**src/rtl/z_core_mem_arbiter.sv**
```systemverilog
// Round-robin two-master arbiter onto the core's single memory port.
// Optional perf counters enabled by defining Z_ARB_PERF_EN.
module z_core_mem_arbiter #(
    parameter int ADDR_WIDTH  = 32,
    parameter int DATA_WIDTH  = 32,
    parameter int MEM_LATENCY = 1
) (
    input  logic                  clk,
    input  logic                  reset,
    input  logic                  m0_req,
    input  logic                  m0_we,
    input  logic [ADDR_WIDTH-1:0] m0_addr,
    input  logic [DATA_WIDTH-1:0] m0_wdata,
    output logic [DATA_WIDTH-1:0] m0_rdata,
    output logic                  m0_ready,
    input  logic                  m1_req,
    input  logic                  m1_we,
    input  logic [ADDR_WIDTH-1:0] m1_addr,
    input  logic [DATA_WIDTH-1:0] m1_wdata,
    output logic [DATA_WIDTH-1:0] m1_rdata,
    output logic                  m1_ready,
    output logic [ADDR_WIDTH-1:0] mem_addr,
    output logic [DATA_WIDTH-1:0] mem_data_out,
    output logic                  mem_write_en,
    input  logic [DATA_WIDTH-1:0] mem_data_in
`ifdef Z_ARB_PERF_EN
    ,
    output logic [31:0]           perf_grant0,
    output logic [31:0]           perf_grant1,
    output logic [31:0]           perf_conflict
`endif
);

    localparam int CW = (MEM_LATENCY > 1) ? $clog2(MEM_LATENCY) : 1;

    typedef enum logic [1:0] {
        S_IDLE,
        S_ACCESS,
        S_RESP
    } state_t;

    state_t                r_state;
    state_t                w_next;
    logic                  r_sel;
    logic                  r_last;
    logic                  r_we;
    logic [ADDR_WIDTH-1:0] r_addr;
    logic [DATA_WIDTH-1:0] r_wdata;
    logic [DATA_WIDTH-1:0] r_rdata0;
    logic [DATA_WIDTH-1:0] r_rdata1;
    logic [CW-1:0]         r_cnt;
    logic                  w_grant;
    logic                  w_gsel;
    logic                  w_both;
    logic                  w_cnt_done;

    assign w_both     = m0_req & m1_req;
    assign w_cnt_done = (r_cnt == '0);

    always_ff @(posedge clk) begin
        if (!reset) begin
            r_state <= S_IDLE;
        end else begin
            r_state <= w_next;
        end
    end

    always_comb begin
        w_next       = r_state;
        w_grant      = 1'b0;
        w_gsel       = 1'b0;
        mem_write_en = 1'b0;
        m0_ready     = 1'b0;
        m1_ready     = 1'b0;
        case (r_state)
            S_IDLE: begin
                if (m0_req | m1_req) begin
                    w_grant = 1'b1;
                    // On a tie the master that did not win last time goes
                    w_gsel  = w_both ? ~r_last : m1_req;
                    w_next  = S_ACCESS;
                end
            end
            S_ACCESS: begin
                mem_write_en = r_we
                    && (r_cnt == CW'(MEM_LATENCY - 1));
                if (w_cnt_done) begin
                    w_next = S_RESP;
                end
            end
            S_RESP: begin
                m0_ready = ~r_sel;
                m1_ready = r_sel;
                w_next   = S_IDLE;
            end
            default: w_next = S_IDLE;
        endcase
    end

    always_ff @(posedge clk) begin
        if (!reset) begin
            r_sel    <= 1'b0;
            r_last   <= 1'b1;
            r_we     <= 1'b0;
            r_addr   <= '0;
            r_wdata  <= '0;
            r_cnt    <= '0;
            r_rdata0 <= '0;
            r_rdata1 <= '0;
        end else begin
            if (w_grant) begin
                r_sel   <= w_gsel;
                r_last  <= w_gsel;
                r_we    <= w_gsel ? m1_we : m0_we;
                r_addr  <= w_gsel ? m1_addr : m0_addr;
                r_wdata <= w_gsel ? m1_wdata : m0_wdata;
                r_cnt   <= CW'(MEM_LATENCY - 1);
            end
            if (r_state == S_ACCESS) begin
                if (w_cnt_done) begin
                    if (!r_we && !r_sel) r_rdata0 <= mem_data_in;
                    if (!r_we && r_sel)  r_rdata1 <= mem_data_in;
                end else begin
                    r_cnt <= r_cnt - CW'(1);
                end
            end
        end
    end

    assign mem_addr     = r_addr;
    assign mem_data_out = r_wdata;
    assign m0_rdata     = r_rdata0;
    assign m1_rdata     = r_rdata1;

`ifdef Z_ARB_PERF_EN
    logic [31:0] r_perf_g0;
    logic [31:0] r_perf_g1;
    logic [31:0] r_perf_cf;

    always_ff @(posedge clk) begin
        if (!reset) begin
            r_perf_g0 <= '0;
            r_perf_g1 <= '0;
            r_perf_cf <= '0;
        end else if (w_grant) begin
            if (!w_gsel) r_perf_g0 <= r_perf_g0 + 32'd1;
            if (w_gsel)  r_perf_g1 <= r_perf_g1 + 32'd1;
            if (w_both)  r_perf_cf <= r_perf_cf + 32'd1;
        end
    end

    assign perf_grant0   = r_perf_g0;
    assign perf_grant1   = r_perf_g1;
    assign perf_conflict = r_perf_cf;
`endif

endmodule

```
**config.mk**
```make
export PLATFORM = sky130hd
export DESIGN_NAME = z_core_mem_arbiter
export DESIGN_NICKNAME = d
export VERILOG_FILES = /design/src/rtl/z_core_mem_arbiter.sv
export SDC_FILE = /design/constraint.sdc
export NUM_CORES = 1
export LEC_CHECK = 0
export ABC_CLOCK_PERIOD_IN_PS = 1700
export BUFFER_PORTS_ARGS = -buffer_cell sky130_fd_sc_hd__buf_2
export CORE_MARGIN = 4
export CORE_UTILIZATION = 29
export DETAILED_ROUTE_END_ITERATION = 10
export PLACE_DENSITY_LB_ADDON = 0.3
export SYNTH_ARGS = -nofsm -noshare
export SYNTH_HDL_FRONTEND = slang
export SYNTH_SLANG_ARGS = --single-unit
```
**constraint.sdc**
```tcl
create_clock -name clk -period 1.7 [get_ports clk]
set_input_delay 0.17 -clock clk [delete_from_list [all_inputs] [get_ports clk]]
set_output_delay 0.17 -clock clk [all_outputs]
set_load 0.01 [all_outputs]
```
==> load_flow_metrics.sql <==
INSERT INTO impl_metrics (metric_group, metric, value, unit) VALUES
('worst_setup_path', 'cpPeakStageDelay', '0.48', 'ns'),
('worst_hold_path', 'hold_path_class', 'in2reg', ''),
('sta', 'achievable-frequency', '0.605', 'GHz'),
('logic_synthesis', 'postSynthAreaPerCell', '9.62', 'µm²'),
('logic_synthesis', 'synth-edff-count', '0', ''),
('logic_synthesis', 'synth_top_cell_by_area', 'sky130_fd_sc_hd__dfxtp_1', ''),
('worst_setup_path', 'critical_path.startpoint_type', 'flip-flop', ''),
('pwr', 'vdd.ir_drop.worst', '544', 'µV'),
('clocking', 'cts_root_buf', 'sky130_fd_sc_hd__clkbuf_16', ''),
('run', 'drv.max_cap_violation_count', '0', ''),
('global_routing', 'gr-total-overflow', '0', ''),
('sta', 'worst_clock_skew', '0.0101', 'ns'),
('clocking', 'cts-root-to-sink-buffers', '2', ''),
('logic_synthesis', 'ys.flop_type', 'sky130_fd_sc_hd__dfxtp_1', ''),
('floorplan', 'coreArea', '21800', 'µm²'),
('worst_setup_path', 'timing.critical_path.slowest_stage_cell', 'sky130_fd_sc_hd__a2111oi_0', ''),
('floorplan', 'start_util', '29.5', '%'),
('clocking', 'cts_sinks', '134', ''),
('worst_setup_path', 'crit_type', 'reg2reg', ''),
('detailed_routing', 'detailedRoute.firstPassIterationCount', '4', ''),
('detailed_routing', 'detail_route.iter0.violations', '405', ''),
('clocking', 'cts_tree', 'yes', ''),
('logic_synthesis', 'seq_area_frac_synth', '41.9', '%'),
('floorplan', 'die-height', '157', 'µm'),
('global_routing', 'globalRouteTotalUtil', '17.1', '%'),
('worst_setup_path', 'cp-end-kind', 'flip-flop', ''),
('global_routing', 'grt_start_max_net_pins', '80', ''),
('logic_synthesis', 'cell_with_the_most_instances_after_synthesis', 'sky130_fd_sc_hd__dfxtp_1', ''),
('pwr', 'power.density_cell_area', '1060', 'nW/µm²'),
('global_routing', 'vias_in_the_first_global_route', '6089', ''),
('clocking', 'insertion_delay', '0.42', 'ns'),
('place', 'portBuffers', '296', ''),
('sta', 'post_layout_min_period', '1.65', 'ns'),
('detailed_routing', 'ant_nets', '0', ''),
('worst_setup_path', 'path_max_fanout', '79', ''),
('detailed_routing', 'dr_vias', '6367', ''),
('worst_setup_path', 'critical_path.cell_chain', 'or2_4 > buf_12 > a2111oi_0 > nor4b_1', ''),
('worst_setup_path', 'critPathTopFamily', 'compound AO/OA/AOI/OAI gates', ''),
('worst_setup_path', 'critical_path.n_buffers_inverters', '1', ''),
('sta', 'worst_slew_margin_rel', '65.2', '%'),
('logic_synthesis', 'synth.ff_latch_count', '134', ''),
('global_routing', 'number_of_antenna_violations_at_the_first_check_in_global_routing', '1', ''),
('clocking', 'numCtsBuffers', '17', ''),
('worst_setup_path', 'timing.critical_path.required', '1.99', 'ns'),
('cells_and_area', 'final_cell_area', '8910', 'µm²'),
('cells_and_area', 'area_growth', '39.0', '%'),
('floorplan', 'placement_rows', '54', ''),
('sta', 'pins_over_their_slew_limit', '0', ''),
('outcome', 'run_status', 'finished clean', ''),
('clocking', 'clock_pin_slew_of_the_registers_on_the_worst_case_setup_and_hold_paths', '0.06', 'ns'),
('sta', 'finalCritPeriodShare', '97.2', '%'),
('logic_synthesis', 'syn-cell-area', '6410', 'µm²'),
('logic_synthesis', 'yosysWarningCount', '0', ''),
('cells_and_area', 'finalCoreUtilization', '40.9', '%'),
('logic_synthesis', 'synth_common_cells', '134 x sky130_fd_sc_hd__dfxtp_1, 130 x sky130_fd_sc_hd__nor4b_1, 98 x sky130_fd_sc_hd__nand2_1', ''),
('logic_synthesis', 'synth_net_count', '832', ''),
('logic_synthesis', 'synthDistinctLibCells', '28', ''),
('sta', 'report.final.hold_viol_count', '0', ''),
('detailed_routing', 'drt_drc_violations_left', '0', ''),
('cells_and_area', 'final_net_count', '1088', ''),
('floorplan', 'design.die.area', '24500', 'µm²'),
('logic_synthesis', 'syn-instance-count', '666', ''),
('place', 'hpwlAfterDp', '15100', 'µm'),
('logic_synthesis', 'synth-async-reset-ratio', '0', '%'),
('global_routing', 'grt_first_pass_wirelength', '33500', 'µm'),
('sta', 'worst-slew-pin-transition', '0.509', 'ns'),
('pwr', 'total_leakage_power', '3.86', 'nW'),
('logic_synthesis', 'synth.top_cells.by_area', 'sky130_fd_sc_hd__dfxtp_1 42%, sky130_fd_sc_hd__nor4b_1 18%, sky130_fd_sc_hd__mux2i_1 10%', ''),
('sta', 'rsz0062_at_grt', 'yes', ''),
('sta', 'setup_violations', '0', ''),
('cells_and_area', 'layout.filler_cells', '2205', '');
-- tightest hold or removal path: cells and delay by family --
| kind | cells | cell delay [ns] |
|---|---|---|
| buffers and inverters | 1 | 0.09 |
| muxes | 1 | 0.06 |
| and+or+nand+nor | 1 | 0.06 |
-- per-layer routing --
metal  routed length [µm]  track usage [%]
met1                 9330             21.5
met2                11000             27.8
met3                 1400             4.73
met4                  591             6.78
met5                    0                0
-- power breakdown --
group	leakage [nW]	internal, mW	switching (mW)	total [mW]
Clock	0.312	2.50	1.55	4.05
Sequential	1.10	3.40	0.137	3.54
Combinational	2.45	0.796	1.06	1.86
Total	3.86	6.70	2.75	9.45
-- layout make-up --
class	count	area [µm²]	share of cell area [%]
clock inverter	15	216	2.43
antenna	2	5.00	0.0562
multi-input combinational	443	3330	37.4
tap	280	350	3.93
timing repair buffer	326	1900	21.3
clock buffer	17	425	4.78
sequential	134	2680	30.1
-- kinds of logic after synthesis --
family                 after synthesis  synth area share [%]
AO/OA/AOI/OAI                      135                  16.1
buffers and inverters               89                  6.64
flip-flops                         134                  41.9
multiplexers                        64                  10.0
AND/OR/NAND/NOR                    244                  25.3
-- sequential cells by signal, summed over array words and instances, names as in the netlist --
signal        flops
m0_rdata         32
m1_rdata         32
mem_addr         32
mem_data_out     32
r_state           2
r_cnt             1
r_last            1
r_sel             1
r_we              1
-- stage by stage --
stage / power [mW] / instances / hold slack (ns)
finish: 9.45 / 1217 / 0.0262
global route: 9.88 / 1216 / 0.00634
CTS: 9.56 / 1215 / 0.0000864
detailed placement: 5.46 / 1179 / 0.446
global placement: 5.46 / 1179 / 0.440
floorplan: 4.67 / 666 / 0.332
-- final timing paths --
kind,startpoint,end,slack (ns),cells past startpoint
max,r_state[1],mem_data_out[5],0.05,4
max reg2reg,r_state[1],mem_data_out[5],0.05,4
min,mem_data_in[31],m1_rdata[31],0.03,3
min reg2reg,m1_rdata[30],m1_rdata[30],0.45,2
-- layout by cell type (no fill, tap or decap), types with 2 or more instances in the layout --
cell	instances
sky130_fd_sc_hd__buf_12	14
sky130_fd_sc_hd__dlygate4sd3_1	4
sky130_fd_sc_hd__a2111oi_4	2
sky130_fd_sc_hd__clkinv_4	4
sky130_fd_sc_hd__nor2_4	2
sky130_fd_sc_hd__a2111oi_0	49
sky130_fd_sc_hd__mux2i_1	64
sky130_fd_sc_hd__buf_2	294
sky130_fd_sc_hd__inv_8	2
sky130_fd_sc_hd__clkbuf_16	17
sky130_fd_sc_hd__bufinv_16	4
sky130_fd_sc_hd__inv_6	3
sky130_fd_sc_hd__a21oi_1	65
sky130_fd_sc_hd__a2111oi_2	11
sky130_fd_sc_hd__a2111oi_1	3
sky130_fd_sc_hd__nor4b_1	130
sky130_fd_sc_hd__diode_2	2
sky130_fd_sc_hd__nand3_1	2
sky130_fd_sc_hd__nand2_1	97
sky130_fd_sc_hd__o21ai_0	2
sky130_fd_sc_hd__buf_4	14
sky130_fd_sc_hd__dfxtp_1	134
sky130_fd_sc_hd__nand3b_1	2
sky130_fd_sc_hd__and2_1	2
sky130_fd_sc_hd__a21boi_0	2
-- timing repair --
item | 4_1_cts | 5_1_grt
hold buffers | 4 | 0
buffers inserted | 0 | 0
endpoints found under the setup margin | 2 | 19
endpoints found under the hold margin | 4 | 0
gates resized for setup | 2 | 2
No activity file was read; power rests on OpenSTA's default activity.
